===== src/rtl/x_capture_pkg.sv =====
// Shared types for the multi-channel capture arbiter: FSM state encoding and
// the channel-index width helper used by every file of the block.
package x_capture_pkg;

    typedef enum logic [1:0] {
        IDLE = 2'd0,
        REQ  = 2'd1,
        HOLD = 2'd2
    } cap_state_e;

    localparam int HOLD_W = 8;

    // A single-channel build still needs a one-bit channel index.
    function automatic int ch_w(input int n);
        return (n > 1) ? $clog2(n) : 1;
    endfunction

endpackage


===== src/rtl/x_capture_arbiter_if.sv =====
// Trigger/readback bus of the capture arbiter. The slave modport is the arbiter;
// CAP_TS and TS_W exist only when CAPTURE_TIMESTAMP_EN is defined.
interface x_capture_arbiter_if
    import x_capture_pkg::*;
#(
    parameter int NUM_CH = 4,
    parameter int CNT_W  = 8
`ifdef CAPTURE_TIMESTAMP_EN
    ,
    parameter int TS_W   = 32
`endif
) ();

    localparam int CH_W = ch_w(NUM_CH);

    // Handshake: CAP_REQ holds with a stable CAP_CH until the cycle CAP_ACK=1 is
    // sampled; that clock completes the transfer and CAP_REQ drops right after it.
    logic [NUM_CH-1:0] CAP;
    logic [NUM_CH-1:0] REARM;
    logic              CAP_ACK;
    logic              CAP_REQ;
    logic [CH_W-1:0]   CAP_CH;
    logic [NUM_CH-1:0] ARMED;
    logic              BUSY;
    logic [CNT_W-1:0]  CAP_CNT;
    cap_state_e        DBG_STATE;
`ifdef CAPTURE_TIMESTAMP_EN
    logic [TS_W-1:0]   CAP_TS;

    modport master (
        output CAP, REARM, CAP_ACK,
        input  CAP_REQ, CAP_CH, ARMED, BUSY, CAP_CNT, DBG_STATE, CAP_TS
    );

    modport slave (
        input  CAP, REARM, CAP_ACK,
        output CAP_REQ, CAP_CH, ARMED, BUSY, CAP_CNT, DBG_STATE, CAP_TS
    );
`else
    modport master (
        output CAP, REARM, CAP_ACK,
        input  CAP_REQ, CAP_CH, ARMED, BUSY, CAP_CNT, DBG_STATE
    );

    modport slave (
        input  CAP, REARM, CAP_ACK,
        output CAP_REQ, CAP_CH, ARMED, BUSY, CAP_CNT, DBG_STATE
    );
`endif

endinterface


===== src/rtl/x_capture_rr_pick.sv =====
// Combinational round-robin picker: lowest-index pending channel at or after
// ptr_i, wrapping around NUM_CH.
module x_capture_rr_pick
    import x_capture_pkg::*;
#(
    parameter  int NUM_CH = 4,
    localparam int CH_W   = ch_w(NUM_CH)
) (
    input  logic [NUM_CH-1:0] pend_i,
    input  logic [CH_W-1:0]   ptr_i,
    output logic [CH_W-1:0]   gnt_o,
    output logic              vld_o
);

    localparam int IW = CH_W + 1;

    logic [IW-1:0] idx;

    // Scan from the farthest offset down so the nearest pending channel wins last.
    always_comb begin
        gnt_o = '0;
        vld_o = 1'b0;
        idx   = '0;
        for (int k = NUM_CH - 1; k >= 0; k--) begin
            idx = {1'b0, ptr_i} + IW'(k);
            if (idx >= IW'(NUM_CH)) begin
                idx = idx - IW'(NUM_CH);
            end
            if (pend_i[idx[CH_W-1:0]]) begin
                gnt_o = idx[CH_W-1:0];
                vld_o = 1'b1;
            end
        end
    end

endmodule


===== src/rtl/x_capture_arbiter.sv =====
// Multi-channel capture trigger arbiter: edge-detects NUM_CH triggers and grants
// them round-robin to one readback engine. Optional CAPTURE_TIMESTAMP_EN adds CAP_TS.
module x_capture_arbiter
    import x_capture_pkg::*;
#(
    parameter int                NUM_CH       = 4,
    parameter logic [NUM_CH-1:0] ONESHOT_MASK = {NUM_CH{1'b1}},
    parameter int                HOLDOFF      = 8,
    parameter int                CNT_W        = 8
`ifdef CAPTURE_TIMESTAMP_EN
    ,
    parameter int                TS_W         = 32
`endif
) (
    input logic               CLK,
    input logic               RST,
    x_capture_arbiter_if.slave bus
);

    localparam int                CH_W      = ch_w(NUM_CH);
    localparam logic [CH_W-1:0]   LAST_CH   = CH_W'(NUM_CH - 1);
    localparam logic [HOLD_W-1:0] HOLD_INIT = (HOLDOFF > 0) ? HOLD_W'(HOLDOFF - 1) : '0;

    logic [NUM_CH-1:0] cap_q;
    logic [NUM_CH-1:0] pend_q, pend_d;
    logic [NUM_CH-1:0] armed_q, armed_d;
    logic [NUM_CH-1:0] rise;
    logic [NUM_CH-1:0] gnt_oh;

    cap_state_e        state_q;
    logic              req_q;
    logic              busy_q;
    logic [CH_W-1:0]   ch_q;
    logic [CH_W-1:0]   ptr_q;
    logic [HOLD_W-1:0] hcnt_q;
    logic [CNT_W-1:0]  cnt_q;

    logic [CH_W-1:0]   pick_gnt;
    logic              pick_vld;
    logic              grant;

    x_capture_rr_pick #(.NUM_CH(NUM_CH)) u_pick (
        .pend_i (pend_q),
        .ptr_i  (ptr_q),
        .gnt_o  (pick_gnt),
        .vld_o  (pick_vld)
    );

    assign grant = (state_q == IDLE) && pick_vld;
    assign rise  = bus.CAP & ~cap_q;

    always_comb begin
        gnt_oh = '0;
        if (grant) begin
            gnt_oh[pick_gnt] = 1'b1;
        end
    end

    // A fresh edge in the grant cycle re-pends its channel; REARM beats a same-cycle disarm.
    always_comb begin
        pend_d  = (pend_q & ~gnt_oh) | (rise & armed_q);
        armed_d = (armed_q & ~(gnt_oh & ONESHOT_MASK)) | bus.REARM | ~ONESHOT_MASK;
    end

    always_ff @(posedge CLK) begin
        if (RST) begin
            cap_q   <= bus.CAP;
            pend_q  <= '0;
            armed_q <= '1;
        end else begin
            cap_q   <= bus.CAP;
            pend_q  <= pend_d;
            armed_q <= armed_d;
        end
    end

    always_ff @(posedge CLK) begin
        if (RST) begin
            state_q <= IDLE;
            req_q   <= 1'b0;
            busy_q  <= 1'b0;
            ch_q    <= '0;
            ptr_q   <= '0;
            hcnt_q  <= '0;
            cnt_q   <= '0;
        end else begin
            case (state_q)
                IDLE: begin
                    if (pick_vld) begin
                        state_q <= REQ;
                        req_q   <= 1'b1;
                        busy_q  <= 1'b1;
                        ch_q    <= pick_gnt;
                        ptr_q   <= (pick_gnt == LAST_CH) ? '0 : pick_gnt + 1'b1;
                    end
                end
                REQ: begin
                    if (bus.CAP_ACK) begin
                        req_q <= 1'b0;
                        if (cnt_q != '1) begin
                            cnt_q <= cnt_q + 1'b1;
                        end
                        if (HOLDOFF > 0) begin
                            state_q <= HOLD;
                            hcnt_q  <= HOLD_INIT;
                        end else begin
                            state_q <= IDLE;
                            busy_q  <= 1'b0;
                        end
                    end
                end
                HOLD: begin
                    if (hcnt_q == '0) begin
                        state_q <= IDLE;
                        busy_q  <= 1'b0;
                    end else begin
                        hcnt_q <= hcnt_q - 1'b1;
                    end
                end
                default: begin
                    state_q <= IDLE;
                    req_q   <= 1'b0;
                    busy_q  <= 1'b0;
                end
            endcase
        end
    end

`ifdef CAPTURE_TIMESTAMP_EN
    logic [TS_W-1:0] ts_cnt_q;
    logic [TS_W-1:0] cap_ts_q;

    // Stamp taken on the clock that leaves IDLE, i.e. one after the trigger edge.
    always_ff @(posedge CLK) begin
        if (RST) begin
            ts_cnt_q <= '0;
            cap_ts_q <= '0;
        end else begin
            ts_cnt_q <= ts_cnt_q + 1'b1;
            if (grant) begin
                cap_ts_q <= ts_cnt_q;
            end
        end
    end

    assign bus.CAP_TS = cap_ts_q;
`endif

    assign bus.CAP_REQ   = req_q;
    assign bus.CAP_CH    = ch_q;
    assign bus.ARMED     = armed_q;
    assign bus.BUSY      = busy_q;
    assign bus.CAP_CNT   = cnt_q;
    assign bus.DBG_STATE = state_q;

endmodule


===== src/flat_wrapper.sv =====
// flat-port wrapper written by rule: the top's interface ports become plain ports
module x_capture_arbiter_flat import x_capture_pkg::*;
#(
    parameter int                NUM_CH       = 4,
    parameter logic [NUM_CH-1:0] ONESHOT_MASK = {NUM_CH{1'b1}},
    parameter int                HOLDOFF      = 8,
    parameter int                CNT_W        = 8

)
  (CLK, RST, bus_CAP, bus_REARM, bus_CAP_ACK, bus_CAP_REQ, bus_CAP_CH, bus_ARMED, bus_BUSY, bus_CAP_CNT, bus_DBG_STATE);
  x_capture_arbiter_if #(.NUM_CH(NUM_CH), .CNT_W(CNT_W)) bus_i ();
  input logic CLK;
  input logic RST;
  input wire logic [$bits(bus_i.CAP)-1:0] bus_CAP;
  input wire logic [$bits(bus_i.REARM)-1:0] bus_REARM;
  input wire logic [$bits(bus_i.CAP_ACK)-1:0] bus_CAP_ACK;
  output wire logic [$bits(bus_i.CAP_REQ)-1:0] bus_CAP_REQ;
  output wire logic [$bits(bus_i.CAP_CH)-1:0] bus_CAP_CH;
  output wire logic [$bits(bus_i.ARMED)-1:0] bus_ARMED;
  output wire logic [$bits(bus_i.BUSY)-1:0] bus_BUSY;
  output wire logic [$bits(bus_i.CAP_CNT)-1:0] bus_CAP_CNT;
  output wire logic [$bits(bus_i.DBG_STATE)-1:0] bus_DBG_STATE;
  assign bus_i.CAP = bus_CAP;
  assign bus_i.REARM = bus_REARM;
  assign bus_i.CAP_ACK = bus_CAP_ACK;
  assign bus_CAP_REQ = bus_i.CAP_REQ;
  assign bus_CAP_CH = bus_i.CAP_CH;
  assign bus_ARMED = bus_i.ARMED;
  assign bus_BUSY = bus_i.BUSY;
  assign bus_CAP_CNT = bus_i.CAP_CNT;
  assign bus_DBG_STATE = bus_i.DBG_STATE;
  x_capture_arbiter #(.NUM_CH(NUM_CH), .ONESHOT_MASK(ONESHOT_MASK), .HOLDOFF(HOLDOFF), .CNT_W(CNT_W)) u_core (.CLK(CLK), .RST(RST), .bus(bus_i));
endmodule

===== config.mk =====
export PLATFORM = sky130hd
export DESIGN_NAME = x_capture_arbiter_flat
export DESIGN_NICKNAME = d
export VERILOG_FILES = /design/src/rtl/x_capture_pkg.sv /design/src/rtl/x_capture_arbiter_if.sv /design/src/rtl/x_capture_rr_pick.sv /design/src/rtl/x_capture_arbiter.sv /design/src/flat_wrapper.sv
export SDC_FILE = /design/constraint.sdc
export NUM_CORES = 1
export LEC_CHECK = 0
export ABC_AREA = 1
export CAP_MARGIN = 20
export CELL_PAD_IN_SITES_DETAIL_PLACEMENT = 1
export CELL_PAD_IN_SITES_GLOBAL_PLACEMENT = 1
export CORE_ASPECT_RATIO = 1.5
export CORE_UTILIZATION = 40
export DETAILED_ROUTE_END_ITERATION = 10
export PLACE_DENSITY_LB_ADDON = 0.1
export RECOVER_POWER = 50
export SYNTH_ARGS = -nofsm -noshare
export SYNTH_HDL_FRONTEND = slang
export SYNTH_HIERARCHICAL = 1
export SYNTH_SLANG_ARGS = --single-unit

===== constraint.sdc =====
create_clock -name CLK -period 4.3 [get_ports CLK]
set_input_delay 0.86 -clock CLK [delete_from_list [all_inputs] [get_ports CLK]]
set_output_delay 0.86 -clock CLK [all_outputs]
set_load 0.03 [all_outputs]

==> metrics.txt <==
Clock Skews approximately 5.0 ps; Yosys cell types 31; startpoint types input port; Antenna Cells 0; Critical Path RT 4530 ps; post-layout min period roughly 2600 ps; Cell Area, Synth slightly below 0.002 mm²; final instance area approximately 0.0023 mm²; Final HPWL DP roughly 3.5 mm; top routing layer used met4; Layout Nets between 300 and 400; GRT Residual Overflow 0; Final GP Congestion 0.839; placed instance area between 0.002 and 0.0025 mm²; hold crit path type flop to flop; Pwr Density between 500 and 600 mW/mm²; CP max stage cell a21oi_1; DR WL met3 around 85 µm; CTS tree built; drt pass-1 iters 5; setup TNS 0 ps; Period Utilization, post-route between 60% and 70%; first-pass GRT wire length roughly 8 mm; cell-by-cell listing of the critical path dlygate4sd3_1, nand2_1, a21oi_1, nand3_1, nand2_1, inv_1, nor2_1; Cells after Synth 268; core area between 0.004 and 0.005 mm²; status finished clean; Area Growth Syn to Fin 19.5%; initial antenna violation count 0; io pins 29; wire per inst 12.2 µm; critical path class input port to flop; num rows 30; dpl ws 2010 ps; number of global-route vias before repair roughly 1,800; met2 routed WL around 2.4 mm; overall routing resource usage 20.3%; Critical Path Max Stage Delay 900 ps; WP data arrival 2820 ps; Crit path max-delay family compound AO/OA/AOI/OAI gates; # DRC 0; Die Footprint between 0.005 and 0.006 mm²; largest net degree at the start of global routing 24; r2r setup slk around 2000 ps; Setup Buffers After CTS 0; CP bufs+invs 2; Starting Density between 40% and 50%; Die H 87.0 µm; via count roughly 1,800; Slew headroom between 20% and 30%; Clock Latency Late Sink ~290 ps; DR iter-0 viols 72; Worst VDD drop around 0.24 mV; clock sinks 36; final setup fails 0; Final ANT Viol Nets 0; DRT Wirelength around 4.4 mm; maxcap violations 0; final worst slack 1710 ps; clock buffer depth 2; Setup crit end kind flop; syn nets approximately 290; CTS resizes 0; post-synthesis register bit count 36; Slew Viols, Final 0; H-tree depth 2; CTS clock-pin slew for the worst setup and hold paths ~80 ps; CP most frequent cell nand2_1; hold_buf cts 0; CTS Buf Count 5; Final Hold Fails 0; critical path peak fanout 13; fmax slightly below 400 MHz; RSZ-0062 raised after global routing false; Mean Syn Cell Area 7.19 µm²; synth warn 6; routed length on met1 1.86 mm; worst slew pin tran approximately 1200 ps; Die Width ~60 µm; CTS root buffer clkbuf_8; Seq/Total Area, Yosys 37.4%; layout cell share with drive strength beyond 1 about an eighth; IO Port Bufs 28; Via density 4.84; Leak Pwr ~1 nW
## state kept, by name, summed over array words and instances (netlist names)
| register | flops |
|---|---|
| u_core/pend_q | 4 |
| u_core/cap_q | 4 |
| u_core/hcnt_q | 8 |
| u_core/ptr_q | 2 |
| u_core/bus.ARMED | 4 |
| u_core/bus.BUSY | 1 |
| u_core/bus.CAP_REQ | 1 |
| u_core/bus.CAP_CNT | 8 |
| u_core/bus.CAP_CH | 2 |
| u_core/bus.DBG_STATE | 2 |
## metal layers
layer  vias to the layer above  GRT usage, %
li1                        909             -
met1                       818          22.8
met2                        24          37.1
met3                        11          2.82
met4                         0          8.87
met5                         -             0
## worst paths after layout
| kind | startpoint | end | cells after the start |
|---|---|---|---|
| max reg2reg | u_core/ptr_q[0]$_SDFFE_PP0P_ | u_core/ptr_q[1]$_SDFFE_PP0P_ | 13 |
| max | bus_CAP_ACK | u_core/bus.CAP_CNT[5]$_SDFFE_PP0P_ | 7 |
| min reg2reg | u_core/pend_q[1]$_SDFF_PP0_ | u_core/pend_q[1]$_SDFF_PP0_ | 2 |
| min | u_core/pend_q[1]$_SDFF_PP0_ | u_core/pend_q[1]$_SDFF_PP0_ | 2 |
## cell families after synthesis
logic type / Yosys count / synth area share, %
xor+xnor: 3 / 1.36
compound gates: 44 / 13.6
buf+inv: 43 / 9.34
flops: 36 / 37.4
simple gates: 135 / 33.7
fa+ha+maj: 7 / 4.54
## synth_stat cells
cell      number  area [µm²]
clkbuf_1       2        7.51
dfxtp_1       36         721
nor2_4         3        33.8
nor2_2         1        6.26
nand4_1        3        18.8
inv_1         27         101
ha_1           7        87.6
o21ai_0       13        65.1
and3_1         1        6.26
clkinv_1       1        3.75
nand3_2        1        10.0
nand3_1       20         100
a22oi_1        1        7.51
xor2_1         3        26.3
nand3b_1       4        30.0
a21oi_2        5        43.8
nand2_1       54         203
buf_2          1        5.00
inv_4          1        6.26
a21oi_4        1        16.3
a21boi_0       1        7.51
nor2_1        34         128
buf_6          2        22.5
o21ai_2        2        17.5
nand2_2        9        56.3
and2_4         1        8.76
inv_2          9        33.8
o21ai_1        5        25.0
nor3_1         2        10.0
a21oi_1       16        80.1
nor2_8         2        40.0
## tightest hold or removal path, cell delays in order (launching register included)
cell	delay, ps
dfxtp_1	310
o21ai_0	60
a21oi_1	60
## layout by cell type (no fill, tap or decap), drive strengths merged
master	instances
xor2	3
and3	1
a21boi	1
o21ai	20
nor3	2
dfxtp	36
nand4	3
clkbuf	5
dlygate4sd3	5
and2	1
a22oi	1
nand2	63
buf	1
nor2	40
nand3	21
clkinvlp	1
clkinv	6
a21oi	22
clkdlybuf4s50	23
nand3b	4
inv	34
ha	7
## metrics by stage
step	hold slack [ps]	util [%]	total power [mW]	cells
floorplan	450	-	0.891	268
global placement	464	49.4	1.04	356
detailed placement	477	49.4	1.05	356
CTS	487	51.3	1.30	364
global route	515	50.3	1.38	364
finish	477	50.3	1.26	364
## final cells by class
class / count / area (µm²)
inverters: 38 / 144
clock inverters: 3 / 18.8
clock buffers: 5 / 68.8
flip-flops and latches: 36 / 721
multi-input cells: 189 / 985
well taps: 64 / 80.1
repair buffers: 29 / 288
fillers: 625 / 2270
## power breakdown
group          switching (mW)  internal [mW]  total (mW)
logic                   0.374          0.202       0.576
registers              0.0530          0.387       0.440
clock network           0.128          0.113       0.241
total                   0.555          0.702        1.26
Power figures use the tool's default switching activity.
